File: config.mk
export PLATFORM = sky130hd
export DESIGN_NAME = usb_cmd_engine
export DESIGN_NICKNAME = d
export VERILOG_FILES = /design/src/rtl/usb_cmd_engine.sv
export SDC_FILE = /design/constraint.sdc
export NUM_CORES = 1
export LEC_CHECK = 0
export CORE_MARGIN = 3
export CORE_UTILIZATION = 56
export CTS_BUF_LIST = sky130_fd_sc_hd__clkbuf_8
export CTS_CLUSTER_DIAMETER = 60
export DETAILED_ROUTE_END_ITERATION = 8
export PLACE_DENSITY_LB_ADDON = 0.12
export SYNTH_ARGS = -nofsm -noshare
export SYNTH_HDL_FRONTEND = slang
export SYNTH_SLANG_ARGS = --single-unit
File: constraint.sdc
create_clock -name clk -period 4.89 [get_ports clk]
set_clock_uncertainty 0.15 [all_clocks]
set_input_delay 0.7335 -clock clk [delete_from_list [all_inputs] [get_ports clk]]
set_output_delay 0.7335 -clock clk [all_outputs]
set_load 0.005 [all_outputs]
File: src/rtl/usb_cmd_engine.sv
// usb_cmd_engine
//   Protocol stage behind the FT232H bridge. Pops host bytes from the receive
//   FIFO, decodes write (0x01) and read (0x02) frames, runs each frame as one
//   transaction on the internal SoC bus, and pushes response bytes into the
//   transmit FIFO. Multi-byte fields are little-endian.
//
// Ports
//   clk, rst_n            clock, asynchronous active-low reset
//   rx_empty/rx_rd_en     receive FIFO status / pop
//   rx_dout               receive FIFO data, valid the cycle after a pop
//   tx_full/tx_wr_en      transmit FIFO status / push
//   tx_din                transmit FIFO data, valid with tx_wr_en
//   req_valid/req_ready   bus request handshake
//   req_we/req_addr/req_wdata  bus request payload, stable while req_valid
//   rsp_valid/rsp_rdata   one-cycle bus response pulse and read data
//   err_cnt               aborted-frame count, saturating at 255
//   busy                  high whenever the engine is not idle
module usb_cmd_engine #(
  parameter int ADDR_W  = 32,
  parameter int DATA_W  = 32,
  parameter int TIMEOUT = 65535
) (
  input  logic              clk,
  input  logic              rst_n,
  input  logic              rx_empty,
  output logic              rx_rd_en,
  input  logic [7:0]        rx_dout,
  input  logic              tx_full,
  output logic              tx_wr_en,
  output logic [7:0]        tx_din,
  output logic              req_valid,
  input  logic              req_ready,
  output logic              req_we,
  output logic [ADDR_W-1:0] req_addr,
  output logic [DATA_W-1:0] req_wdata,
  input  logic              rsp_valid,
  input  logic [DATA_W-1:0] rsp_rdata,
  output logic [7:0]        err_cnt,
  output logic              busy
);

  localparam int ADDR_BYTES = ADDR_W / 8;
  localparam int DATA_BYTES = DATA_W / 8;
  localparam int MAX_BYTES  = (ADDR_BYTES > DATA_BYTES) ? ADDR_BYTES : DATA_BYTES;
  localparam int BW         = $clog2(MAX_BYTES + 1);
  localparam int TW         = (TIMEOUT > 0) ? $clog2(TIMEOUT + 1) : 1;

  localparam logic [BW-1:0] ADDR_LAST = BW'(ADDR_BYTES - 1);
  localparam logic [BW-1:0] DATA_LAST = BW'(DATA_BYTES - 1);
  // Only meaningful when TIMEOUT > 0; the compare below is gated on that.
  localparam logic [TW-1:0] TO_LAST   = TW'(TIMEOUT - 1);

  typedef enum logic [2:0] {
    IDLE,
    ADDR,
    DATA,
    REQ,
    WAIT,
    RESP_HDR,
    RESP_DATA,
    ERR
  } state_t;

  state_t            state;
  logic              rd_pend;
  logic              is_write;
  logic [BW-1:0]     bcnt;
  logic [TW-1:0]     tcnt;
  logic [ADDR_W-1:0] addr;
  logic [DATA_W-1:0] wdata;
  logic [DATA_W-1:0] rdata;

  logic collecting;
  logic pushing;
  logic timeout_hit;

  // A pop is only issued when the previous popped byte has already been
  // captured, so at most one byte is ever in flight and nothing beyond the
  // current frame is consumed.
  assign collecting = (state == IDLE) || (state == ADDR) || (state == DATA);
  assign pushing    = (state == RESP_HDR) || (state == RESP_DATA) || (state == ERR);
  assign rx_rd_en   = collecting && !rx_empty && !rd_pend;
  assign tx_wr_en   = pushing && !tx_full;

  assign req_valid  = (state == REQ);
  assign req_we     = is_write;
  assign req_addr   = addr;
  assign req_wdata  = wdata;
  assign busy       = (state != IDLE);

  // An idle cycle is one with no byte in flight and none available; the
  // abort fires on the TIMEOUT-th consecutive idle cycle. Because rx_empty
  // is part of the condition, no pop can coincide with the abort.
  assign timeout_hit = (TIMEOUT != 0) && !rd_pend && rx_empty && (tcnt == TO_LAST);

  // Response byte currently offered to the transmit FIFO.
  always_comb begin
    tx_din = 8'h00;
    case (state)
      RESP_HDR:  tx_din = is_write ? 8'h81 : 8'h82;
      RESP_DATA: tx_din = 8'(rdata >> {bcnt, 3'b000});
      ERR:       tx_din = 8'hEE;
      default:   tx_din = 8'h00;
    endcase
  end

  // Frame decoder, bus sequencer and response generator.
  always_ff @(posedge clk or negedge rst_n) begin
    if (!rst_n) begin
      state    <= IDLE;
      rd_pend  <= 1'b0;
      is_write <= 1'b0;
      bcnt     <= '0;
      tcnt     <= '0;
      addr     <= '0;
      wdata    <= '0;
      rdata    <= '0;
      err_cnt  <= 8'h00;
    end else begin
      rd_pend <= rx_rd_en;
      case (state)
        IDLE: begin
          if (rd_pend) begin
            if (rx_dout == 8'h01 || rx_dout == 8'h02) begin
              is_write <= (rx_dout == 8'h01);
              bcnt     <= '0;
              tcnt     <= '0;
              state    <= ADDR;
            end else begin
              if (err_cnt != 8'hFF) err_cnt <= err_cnt + 8'h01;
              state <= ERR;
            end
          end
        end
        ADDR: begin
          if (rd_pend) begin
            addr[8*bcnt +: 8] <= rx_dout;
            tcnt <= '0;
            if (bcnt == ADDR_LAST) begin
              bcnt  <= '0;
              state <= is_write ? DATA : REQ;
            end else begin
              bcnt <= bcnt + 1'b1;
            end
          end else if (timeout_hit) begin
            if (err_cnt != 8'hFF) err_cnt <= err_cnt + 8'h01;
            bcnt  <= '0;
            tcnt  <= '0;
            state <= IDLE;
          end else if (rx_empty && TIMEOUT != 0) begin
            tcnt <= tcnt + 1'b1;
          end
        end
        DATA: begin
          if (rd_pend) begin
            wdata[8*bcnt +: 8] <= rx_dout;
            tcnt <= '0;
            if (bcnt == DATA_LAST) begin
              bcnt  <= '0;
              state <= REQ;
            end else begin
              bcnt <= bcnt + 1'b1;
            end
          end else if (timeout_hit) begin
            if (err_cnt != 8'hFF) err_cnt <= err_cnt + 8'h01;
            bcnt  <= '0;
            tcnt  <= '0;
            state <= IDLE;
          end else if (rx_empty && TIMEOUT != 0) begin
            tcnt <= tcnt + 1'b1;
          end
        end
        REQ: begin
          if (req_ready) state <= WAIT;
        end
        // Entered on the acceptance edge, so a response pulse coincident
        // with acceptance was seen in REQ and is ignored.
        WAIT: begin
          if (rsp_valid) begin
            rdata <= rsp_rdata;
            state <= RESP_HDR;
          end
        end
        RESP_HDR: begin
          if (!tx_full) begin
            bcnt  <= '0;
            state <= is_write ? IDLE : RESP_DATA;
          end
        end
        RESP_DATA: begin
          if (!tx_full) begin
            if (bcnt == DATA_LAST) begin
              bcnt  <= '0;
              state <= IDLE;
            end else begin
              bcnt <= bcnt + 1'b1;
            end
          end
        end
        ERR: begin
          if (!tx_full) state <= IDLE;
        end
        default: state <= IDLE;
      endcase
    end
  end

endmodule

==> reports/qor.yml, run 1 <==
power:
  p_sw_share_pct: 34.6
  power.clock.fraction_pct: 23.7
  power_frac_seq_pct: 41.8
  ir_worst_vdd_v: 0.000515
  combPwrFrac_pct: 34.5
  p_sw_w: 0.00130
  cellPowerDensity_nw_per_um2: 496
  power_leakage_nw: 3.26
  p_int_w: 0.00247
yosys:
  yosys_register_bits: 128
  yosys_most_used_dff: "dfrtp_1"
  synth_top_area_share_pct: 54.9
  synth_edf_count: 0
  async_reset_ff_share_pct: 100
  synthCells: 561
  synth_nets: 613
  avgSynthCellArea_um2: 10.4
  synth.cell_area_um2: 5830
  synth.distinct_cells: 59
  netlist_top_cells_area: "dfrtp_1 55%, nand2_1 7.3%, mux2_2 5.4%"
  yosysWarningCount: 0
  yosysTopAreaCell: "dfrtp_1"
  yosysSeqAreaShare_pct: 54.9
drt:
  drcViolationCount: 0
  drt_iter0_markers: 440
  wl_met1_mm: 6.25
  num_vias: 4880
  wire_per_inst_um: 17.5
  drtPass1Iterations: 5
  ant_nets: 0
  vias_per_cell: 5.85
  wl_met2_mm: 7.11
  top_layer_used: "met4"
  wl_met3_um: 859
  wirelength_mm: 14.6
timing:
  slew_headroom_pct: 19.2
  setup_viol: 0
  tightest_slew_ps: 1210
  slew_violations: 0
  rsz0062_at_grt: "false"
  fin_crit_sh_pct: 76.5
  finalHoldViolCount: 0
  tns_ps: 0
  setup_slack_ps: 1150
  fmax_mhz: 267
  period_needed_ps: 3740
cts:
  cts_max_level: 4
  cts_buffer_depth: 2
  cts_root_buf: "clkbuf_8"
  clk_latency_ps: 440
  clk_pin_slew_worst_paths_ps: 80
  post-cts-setup-buffers: 0
  cts_tree: "built"
  postCtsHoldBufs: 0
  cts_buffers: 17
  cts_resized: 0
  cts.sinks: 128
global_route:
  grt_max_degree: 65
  antenna_found_initial: 0
  grt_overflow_total: 0
  grtUsageTotal_pct: 26.3
  grt_pass1_wl_mm: 23.7
  grt_pass1_vias: 4724
die:
  fp.coreArea_um2: 9950
  die_w_um: 108
  pin_count: 131
  initial_core_util_pct: 58.6
  fp.dieH_um: 108
  row_count: 36
  die_area_um2: 11700
critical_path:
  cp.required_ps: 4010
  startpoint_type: "flop"
  cp_max_fo: 23
  endpoint_kind: "primary output"
  path_class: "flop to primary output"
  cp.arrival_ps: 2860
place:
  port_buffers: 130
  globalplace.congestion: 0.866
  dp_hpwl_mm: 10.5
  dp_slack_ps: 1450
  placedCellCount: 802
cells_and_area:
  post_route_cells_drive_above_1_share_pct: 11.1
  final_common_cell: "clkdlybuf4s50_1"
  antennaDiodeCount: 0
  final_nets: 740
  syn2layout_area_growth_pct: 30.4
  layout_common_cells: "129 x clkdlybuf4s50_1, 128 x dfrtp_1, 113 x nand2_1, 56 x o21ai_1, 28 x mux2_2"
  final_cells: 834
  post-route-util_pct: 76.4
hold_path:
  hold_class: "input port to asynchronous set/reset pin"
status:
  run_status: "finished clean"
job:
  cap_viol_max_count: 0
==> sequential cells by signal (all words and copies together) (netlist names) <==
name	count
rdata	32
state	3
rd_pend	1
req_addr	32
tcnt	16
bcnt	3
err_cnt	8
req_we	1
req_wdata	32
==> kinds of logic after synthesis <==
| logic type | after synthesis | synth area share [%] |
|---|---|---|
| compound gates | 132 | 13.4 |
| fa+ha+maj | 6 | 1.29 |
| flops | 128 | 54.9 |
| buf+inv | 37 | 2.58 |
| xor+xnor | 9 | 1.35 |
| mux | 43 | 9.81 |
| simple gates | 206 | 16.6 |
==> path summary, 6_finish.rpt <==
kind                                           start                         to  slack [ps]  cells after the start
max                              bcnt[0]$_DFFE_PN0P_                  tx_din[1]        1150                      4
min                                            rst_n       tcnt[13]$_DFFE_PN0P_          80                      1
max reg2reg                      bcnt[0]$_DFFE_PN0P_    req_addr[6]$_DFFE_PN0P_        1410                      7
min reg2reg                req_wdata[28]$_DFFE_PN0P_  req_wdata[28]$_DFFE_PN0P_         330                      2
max in group asynchronous                      rst_n    req_addr[1]$_DFFE_PN0P_        3390                      2
min in group clk           req_wdata[28]$_DFFE_PN0P_  req_wdata[28]$_DFFE_PN0P_         330                      2
==> stage by stage <==
step / total power (W) / hold slack, ps / area (µm²)
5_1_grt: 0.00400 / 86.3 / 7600
3_3_place_gp: 0.00282 / 313 / 7210
4_1_cts: 0.00378 / 71.5 / 7600
6_report: 0.00377 / 76.0 / 7600
2_1_floorplan: 0.00233 / 288 / 5830
3_5_place_dp: 0.00288 / 323 / 7210
==> power by group through the flow <==
stage | clock [W] | sequential (W) | combinational, W
finish | 0.000892 | 0.00157 | 0.00130
global route | 0.000951 | 0.00162 | 0.00143
CTS | 0.000904 | 0.00157 | 0.00130
detailed placement | 0 | 0.00159 | 0.00129
global placement | 0 | 0.00157 | 0.00125
floorplan | 0 | 0.00146 | 0.000870
==> cell usage after synthesis (3+ instances only) <==
cell type / n
and3_1: 7
a2bb2oi_1: 3
a22o_1: 3
nand2b_1: 7
mux2_1: 5
nand4_1: 6
nor3_1: 9
o21ai_1: 56
and4_1: 3
ha_1: 6
mux4_2: 8
nor2b_1: 3
o211ai_1: 3
a21oi_1: 17
nand2_1: 113
nor2_1: 24
a31oi_1: 11
xnor2_1: 9
inv_1: 9
buf_1: 5
nand3_1: 15
o21ai_0: 19
clkbuf_1: 16
buf_2: 3
dfrtp_1: 128
mux2_2: 28
==> cell type report <==
cell class,count,area [µm²]
clock buffers,18,248
clock inverters,14,143
fillers,662,2350
inverters,12,45.0
multi-input cells,396,2480
flip-flops and latches,128,3200
well taps,133,166
repair buffers,133,1320
==> worst max-delay path, stage by stage, from the launching register on <==
cell and delay, ps:
dfrtp_1 1010, mux4_2 600, a22oi_1 230, nor2_1 90, clkdlybuf4s50_1 480
==> layer usage <==
| metal | track usage [%] | vias to the layer above |
|---|---|---|
| met1 | 35.9 | 2393 |
| met3 | 6.27 | 32 |
| met2 | 40.6 | 177 |
| li1 | - | 2278 |
| met4 | 11.3 | 0 |
| met5 | 0 | - |
Note: power is estimated with default switching activity, not from simulation.
==> run 2: changes to the inputs <==
--- a/config.mk
+++ b/config.mk
@@ -6,7 +6,7 @@
 export NUM_CORES = 1
 export LEC_CHECK = 0
 export CORE_MARGIN = 3
-export CORE_UTILIZATION = 56
+export CORE_UTILIZATION = 52
 export CTS_BUF_LIST = sky130_fd_sc_hd__clkbuf_8
 export CTS_CLUSTER_DIAMETER = 60
 export DETAILED_ROUTE_END_ITERATION = 8
==> constraint.sdc (replaced) <==
create_clock -name clk -period 3.65 [get_ports clk]
set_clock_uncertainty 0.15 [all_clocks]
set_input_delay 0.5475 -clock clk [delete_from_list [all_inputs] [get_ports clk]]
set_output_delay 0.5475 -clock clk [all_outputs]
set_load 0.005 [all_outputs]
==> reports/qor.yml, run 2 (synthesis results as in run 1) <==
drt:
  vias_per_cell: 5.80
  ant_nets: 0
  wirelength_mm: 14.6
  drcViolationCount: 0
  drtPass1Iterations: 5
  wire_per_inst_um: 17.3
  drt_iter0_markers: 417
  num_vias: 4888
critical_path:
  cp.arrival_ps: 2570
  setup.worst_path.start: "bcnt[0]$_DFFE_PN0P_"
  reg2reg_depth: 7
  reg2reg_from: "bcnt[0]$_DFFE_PN0P_"
  path_buf_inv: 1
  reg2reg_to: "req_wdata[5]$_DFFE_PN0P_"
  crit_cells: 4
  path_class: "flop to primary output"
  crit_family: "flip-flops"
  cp.required_ps: 2950
  crit_slowest_cell: "dfrtp_1"
  endpoint_kind: "primary output"
  path_cells: "mux4_2 -> a22oi_1 -> nor2_1 -> clkdlybuf4s50_1"
  cp-endpoint: "tx_din[1]"
  startpoint_type: "flop"
  slowest_delay_ps: 780
  r2r_slack_ps: 550
  cp_max_fo: 13
die:
  initial_core_util_pct: 53.5
  pin_count: 131
  fp.dieH_um: 112
  row_count: 38
  die_w_um: 112
  die_area_um2: 12500
  fp.coreArea_um2: 10900
timing:
  rsz0062_at_grt: "false"
  tightest_slew_ps: 770
  fmax_mhz: 306
  slew_violations: 0
  period_needed_ps: 3270
  setup_viol: 0
  finalHoldViolCount: 0
  fin_hold_ws_ps: 9.46
  slew_headroom_pct: 48.7
  tns_ps: 0
  fin_crit_sh_pct: 89.6
cells_and_area:
  layout_common_cells: "129 x clkdlybuf4s50_1, 128 x dfrtp_1, 113 x nand2_1, 56 x o21ai_1, 28 x mux2_2"
  syn2layout_area_growth_pct: 32.5
  antennaDiodeCount: 0
  post_route_cells_drive_above_1_share_pct: 11.4
  final_nets: 742
  final_common_cell: "clkdlybuf4s50_1"
status:
  run_status: "finished clean"
cts:
  post-cts-setup-buffers: 0
  cts_max_level: 4
  clk_latency_ps: 450
  cts_resized: 0
  clk_pin_slew_worst_paths_ps: 70
  cts_buffers: 17
  postCtsHoldBufs: 0
  cts_tree: "built"
  cts_buffer_depth: 2
  cts.sinks: 128
  cts_root_buf: "clkbuf_8"
place:
  globalplace.congestion: 0.876
  dp_hpwl_mm: 10.3
  port_buffers: 130
hold_path:
  hold_class: "input port to asynchronous set/reset pin"
job:
  cap_viol_max_count: 0
global_route:
  grt_pass1_vias: 4798
  grtUsageTotal_pct: 24.4
  grt_overflow_total: 0
  grt_max_degree: 70
  antenna_found_initial: 0
  grt_pass1_wl_mm: 24.2
power:
  ir_worst_vdd_v: 0.000448
  power_leakage_nw: 3.32
  cellPowerDensity_nw_per_um2: 688
[run 2: cell count changes in the layout (fill, tap and decap cells not counted)]
cell	previous run	this run
buf_4	4	5
bufinv_16	2	5
clkinv_4	2	0
buf_12	0	1
clkinvlp_4	5	2
inv_6	1	0
clkbuf_8	18	21
[run 2: layout make-up]
type	count	area [µm²]
Sequential cell	128	3200
Inverter	12	45.0
Clock buffer	21	289
Clock inverter	11	184
Timing Repair Buffer	135	1350
Multi-Input combinational cell	396	2480
Fill cell	821	3170
Tap cell	140	175
[run 2: metrics by stage]
stage	utilization, %	total power [W]	std cells	setup slack (ps)	instance area [µm²]
after CTS	70.9	0.00533	843	317	7720
after global routing	70.9	0.00564	843	150	7720
final	70.9	0.00531	843	378	7720
after detailed placement	66.6	0.00388	811	403	7250
after floorplan	-	0.00312	561	805	5830
after global placement	66.6	0.00382	811	550	7250
[run 2: how the worst min path moves through the flow]
stage                     slack [ps]             startpoint                     end  cells past startpoint
final                              9                  rst_n  err_cnt[4]$_DFFE_PN0P_                      1
after global routing              60                  rst_n  err_cnt[6]$_DFFE_PN0P_                      1
after CTS                         30                  rst_n  err_cnt[4]$_DFFE_PN0P_                      1
after detailed placement         320  rdata[22]$_DFFE_PN0P_   rdata[22]$_DFFE_PN0P_                      1
after global placement           310  rdata[22]$_DFFE_PN0P_   rdata[22]$_DFFE_PN0P_                      1
after floorplan                  100                  rst_n     bcnt[0]$_DFFE_PN0P_                      0
[run 2: where the power goes]
part | switching (W) | internal (W)
clock | 0.000563 | 0.000880
sequential | 0.000331 | 0.00176
combinational | 0.000831 | 0.000947
total | 0.00172 | 0.00359
[run 2: worst register-to-register path: stages (launching register included)]
cell and delay, ps:
dfrtp_1 780, inv_1 170, ha_1 250, ha_1 330
nor2_1 370, nand4_1 580, nand2_1 240, o21ai_1 90
[run 2: per-layer routing]
layer  share of wire [%]  vias up  global-route usage (%)
met3                 6.2       36                    6.96
met4                 2.4        0                    9.57
met1                  43     2405                    33.6
li1                    -     2259                       -
met5                   0        -                       0
met2                  48      188                    36.9
